$ cat config.mk
export PLATFORM = sky130hd
export DESIGN_NAME = dmem_responder
export DESIGN_NICKNAME = d
export VERILOG_FILES = /design/src/rtl/dmem_responder.sv
export SDC_FILE = /design/constraint.sdc
export NUM_CORES = 2
export LEC_CHECK = 0
export ABC_CLOCK_PERIOD_IN_PS = 41900
export CAP_MARGIN = 20
export CORE_MARGIN = 2
export CORE_UTILIZATION = 42
export DETAILED_ROUTE_END_ITERATION = 8
export PLACE_DENSITY = 0.67
export SYNTH_ARGS = -nofsm -noshare
export SYNTH_HDL_FRONTEND = slang
export SYNTH_SLANG_ARGS = --single-unit
$ cat constraint.sdc
create_clock -name Clock -period 41.9 [get_ports Clock]
set_input_delay 12.57 -clock Clock [delete_from_list [all_inputs] [get_ports Clock]]
set_output_delay 12.57 -clock Clock [all_outputs]
set_load 0.01 [all_outputs]
$ cat src/rtl/dmem_responder.sv
// rtl/dmem_responder.sv - MEM-stage data-memory responder with multi-cycle latency, response pulse and pipeline stall
module dmem_responder #(
    parameter int ADDR_W = 5,
    parameter int RD_LAT = 2,
    parameter int WR_LAT = 1,
    parameter int CNT_W  = 16
) (
    input  logic              Clock,
    input  logic              Resetn,
    input  logic              req_valid,
    input  logic              req_we,
    input  logic [ADDR_W-1:0] req_addr,
    input  logic [31:0]       req_wdata,
    output logic              req_ready,
    output logic              rsp_valid,
    output logic [31:0]       rsp_rdata,
    output logic              stall,
    output logic [CNT_W-1:0]  rd_count,
    output logic [CNT_W-1:0]  wr_count
);

    localparam int         DEPTH    = 2 ** ADDR_W;
    localparam logic [3:0] RD_LAT_C = 4'(RD_LAT);
    localparam logic [3:0] WR_LAT_C = 4'(WR_LAT);

    typedef enum logic [1:0] {
        IDLE = 2'd0,
        WAIT = 2'd1,
        RESP = 2'd2
    } state_t;

    state_t             state;
    state_t             next_state;
    logic [3:0]         cnt;
    logic [3:0]         cnt_next;
    logic [3:0]         acc_lat;

    logic               lat_we;
    logic [ADDR_W-1:0]  lat_addr;
    logic [31:0]        lat_wdata;

    logic               commit;
    logic               commit_we;
    logic [ADDR_W-1:0]  commit_addr;
    logic [31:0]        commit_wdata;

    logic [31:0]        mem [DEPTH];

    assign acc_lat = req_we ? WR_LAT_C : RD_LAT_C;

    always_comb begin
        next_state = state;
        cnt_next   = cnt;
        case (state)
            IDLE: begin
                if (req_valid) begin
                    if (acc_lat == 4'd1) begin
                        next_state = RESP;
                    end else begin
                        next_state = WAIT;
                        cnt_next   = acc_lat - 4'd2;
                    end
                end
            end
            WAIT: begin
                if (cnt == 4'd0) begin
                    next_state = RESP;
                end else begin
                    cnt_next = cnt - 4'd1;
                end
            end
            RESP:    next_state = IDLE;
            default: next_state = IDLE;
        endcase
    end

    // A single-cycle access commits straight from IDLE, before the latch holds the request.
    always_comb begin
        commit       = (next_state == RESP);
        commit_we    = (state == IDLE) ? req_we    : lat_we;
        commit_addr  = (state == IDLE) ? req_addr  : lat_addr;
        commit_wdata = (state == IDLE) ? req_wdata : lat_wdata;
    end

    assign req_ready = (state == IDLE);
    assign rsp_valid = (state == RESP);
    assign stall     = req_valid & ~rsp_valid;

    always_ff @(posedge Clock or posedge Resetn) begin
        if (Resetn) begin
            state <= IDLE;
            cnt   <= 4'd0;
        end else begin
            state <= next_state;
            cnt   <= cnt_next;
        end
    end

    always_ff @(posedge Clock or posedge Resetn) begin
        if (Resetn) begin
            lat_we    <= 1'b0;
            lat_addr  <= '0;
            lat_wdata <= 32'd0;
        end else if (state == IDLE && req_valid) begin
            lat_we    <= req_we;
            lat_addr  <= req_addr;
            lat_wdata <= req_wdata;
        end
    end

    always_ff @(posedge Clock or posedge Resetn) begin
        if (Resetn) begin
            for (int i = 0; i < DEPTH; i++) begin
                mem[i] <= 32'd0;
            end
        end else if (commit && commit_we) begin
            mem[commit_addr] <= commit_wdata;
        end
    end

    // Load data is read from the pre-edge array contents.
    always_ff @(posedge Clock or posedge Resetn) begin
        if (Resetn) begin
            rsp_rdata <= 32'd0;
        end else if (commit) begin
            rsp_rdata <= commit_we ? commit_wdata : mem[commit_addr];
        end
    end

    always_ff @(posedge Clock or posedge Resetn) begin
        if (Resetn) begin
            rd_count <= '0;
            wr_count <= '0;
        end else if (commit) begin
            if (commit_we) begin
                if (wr_count != '1) wr_count <= wr_count + 1'b1;
            end else begin
                if (rd_count != '1) rd_count <= rd_count + 1'b1;
            end
        end
    end

endmodule

==> flow_metrics.env <==
export IMPL_pwr_share_clk_pct=26.6
export IMPL_internal_power_mw=2.47
export IMPL_cts_root_buf="clkbuf_16"
export IMPL_cts_resized=0
export IMPL_grt_overflow_total=0
export IMPL_design_area_um2=53300
export IMPL_ctsHoldBuffers=0
export IMPL_vias=36100
export IMPL_busiest_layer="met2"
export IMPL_slew_headroom_pct=26.3
export IMPL_ys_async_sr_fraction_pct=100
export IMPL_final_min_clock_period_ns=26.33
export IMPL_drive_above_1_share_pct=8.57
export IMPL_path_clk_slew_ns=0.06
export IMPL_n_antenna_cell=0
export IMPL_cts_buffers=114
export IMPL_ant_nets=0
export IMPL_status="completed"
export IMPL_rows=123
export IMPL_grt_use_met1_pct=34.6
export IMPL_powerDensity_nw_per_um2=74.2
export IMPL_wl_mm=144
export IMPL_crit_required_ns=29.33
export IMPL_grt_met3_usage_pct=3.86
export IMPL_clk_latency_ns=0.71
export IMPL_switching_share_pct=37.6
export IMPL_worst_setup_path_type="in2out"
export IMPL_synth_commonest_cells="dfrtp_1, nand2_1, o21ai_0"
export IMPL_power_mw=3.96
export IMPL_cts_tree="yes"
export IMPL_grt_max_degree=169
export IMPL_p_comb_share_pct=31.6
export IMPL_syn_inst=4715
export IMPL_synth_top_area_share_pct=59.9
export IMPL_final_nets=4620
export IMPL_end_kind="output port"
export IMPL_yosysSeqAreaShare_pct=59.9
export IMPL_synthDistinctLibCells=57
export IMPL_first_iter_violations=3777
export IMPL_hold_viol_final=0
export IMPL_fin_setup_tns_ns=0
export IMPL_drc=0
export IMPL_cts_htree_levels=3
export IMPL_synth_top_area_cell="dfrtp_1"
export IMPL_ys_flop_type="dfrtp_1"
export IMPL_ir_drop_mv=0.0758
export IMPL_clockBufferDepth=3
export IMPL_grt_met2_usage_pct=39.7
export IMPL_gp_congestion=0.752
export IMPL_period_share_pct=62.8
export IMPL_arrival_ns=13.76
export IMPL_initial_core_util_pct=42.2
export IMPL_cts_setup_buffers=0
export IMPL_rsz0062_at_grt="false"
export IMPL_firstDrtPassIters=7
export IMPL_avgSynthCellArea_um2=10.0
export IMPL_setup_viol=0
export IMPL_worstPathMaxFanout=3
export IMPL_synthTopCellsByArea="dfrtp_1, o21ai_0, nand2_1, a221oi_1, a22o_1"
export IMPL_multi_input_area_um2=17300
export IMPL_fmax_ghz=0.0380
export IMPL_seq_power_share_pct=41.8
export IMPL_switchingPower_mw=1.49
export IMPL_syn_to_final_growth_pct=12.8
export IMPL_slew_viol_final=0
export IMPL_avgViaCountPerCell=5.85
export IMPL_grt_pass1_wl_mm=221
export IMPL_grt_use_total_pct=24.9
export IMPL_dieArea_um2=115000
export IMPL_ios=108
export IMPL_regArea_um2=28300
export IMPL_leakagePower_nw=23.2
export IMPL_routedWlPerCell_um=23.3
export IMPL_maxCapViolCount=0
export IMPL_grt_pass1_vias=35300
export IMPL_synth_seq_cells=1132
export IMPL_cts_sinks=1132
export IMPL_antenna_found_initial=1
export IMPL_start_kind="input pin"
export IMPL_yosys_cell_count_top_type="dfrtp_1"
export IMPL_synth_edf_count=0
export IMPL_nFillCells=10400
export IMPL_core_um2=112000
export IMPL_tightestPinTransition_ns=1.10
export IMPL_clock_skew_ns=0.0250
export IMPL_hpwl_mm=74.0
export IMPL_synth_fp_nets=4759
export IMPL_min_path_type="reg2reg"
export IMPL_netlist_area_um2=47300
export IMPL_post_dp_cell_area_um2=49400
export IMPL_yosys_warnings=0
export IMPL_dieWidth_um=340
export IMPL_die_h_um=340
export IMPL_io_buffers=107
registers in the layout, summed over array words and instances, names as in the netlist:
name       cells
cnt            4
lat_addr       5
lat_wdata     32
lat_we         1
mem         1024
rd_count      16
rsp_rdata     32
state          2
wr_count      16
power by group through the flow:
| stage | logic [mW] | registers [mW] | clock network (mW) |
|---|---|---|---|
| 2_1_floorplan | 0.836 | 1.63 | 0 |
| 3_3_place_gp | 1.21 | 1.65 | 0 |
| 3_5_place_dp | 1.23 | 1.67 | 0 |
| 4_1_cts | 1.24 | 1.65 | 1.06 |
| 5_1_grt | 1.37 | 1.70 | 1.11 |
| 6_report | 1.25 | 1.65 | 1.05 |
placed cells by master, fill, tap and decap left out, types with 9 or more instances in the layout:
cell type and instances:
dfrtp_1 1132, nand2_1 932, o21ai_0 752, nor2_1 267, a22o_1 256, a221oi_1 256, a21oi_1 230, o22ai_1 128
clkbuf_16 116, clkdlybuf4s50_1 107, buf_4 93, nor4_1 33, o221ai_1 32, clkbuf_8 31, mux2i_2 30, a21oi_2 28
clkbuf_1 26, nand2_2 22, xnor2_1 22, o21ai_1 21, clkinv_2 16, nand4_1 13, nand3_4 9, xor2_1 9
cells by family after synthesis:
group | share of synthesized area (%)
compound gates | 23.1
mux | 0.794
fa+ha+maj | 0.0794
xor+xnor | 0.574
buf+inv | 4.28
flops | 59.9
simple gates | 11.3
critical path, stage by stage:
cell and delay (ns):
clkdlybuf4s50_1 0.50, nor2b_1 0.14, clkdlybuf4s50_1 0.54
final cells by class:
cell class                      instances  share of cell area (%)
Inverter                                7                  0.0798
Sequential cell                      1132                    53.1
Clock buffer                          173                    6.43
Timing Repair Buffer                  207                    3.61
Clock inverter                         36                   0.831
Tap cell                             1500                    3.52
Multi-Input combinational cell       3114                    32.4
per-stage QoR:
step	hold slack [ns]	setup slack, ns	cells	utilization, %
floorplan	0.445	13.71	4715	-
global placement	0.462	15.56	5958	44.1
detailed placement	0.470	15.58	5958	44.1
finish	0.480	15.57	6169	47.6
CTS	0.483	15.57	6167	47.5
global route	0.494	15.55	6169	47.6
routing by layer:
| layer | up-vias | routed length, um |
|---|---|---|
| met5 | - | 11 |
| li1 | 16500 | - |
| met3 | 310 | 10100 |
| met1 | 18000 | 61800 |
| met4 | 4 | 5060 |
| met2 | 1349 | 66700 |
final timing paths:
path                                 from             to  slack, ns  depth (start not counted)
worst max-delay path            req_valid          stall      15.57                          3
worst min-delay path             mem[882]       mem[882]       0.48                          2
worst max register to register   state[0]       mem[420]      36.99                         10
worst min register to register   mem[882]       mem[882]       0.48                          2
max in group asynchronous          Resetn       mem[777]      25.16                          7
min in group asynchronous          Resetn  lat_wdata[23]      12.32                          2
Note: power is estimated with default switching activity, not from simulation.
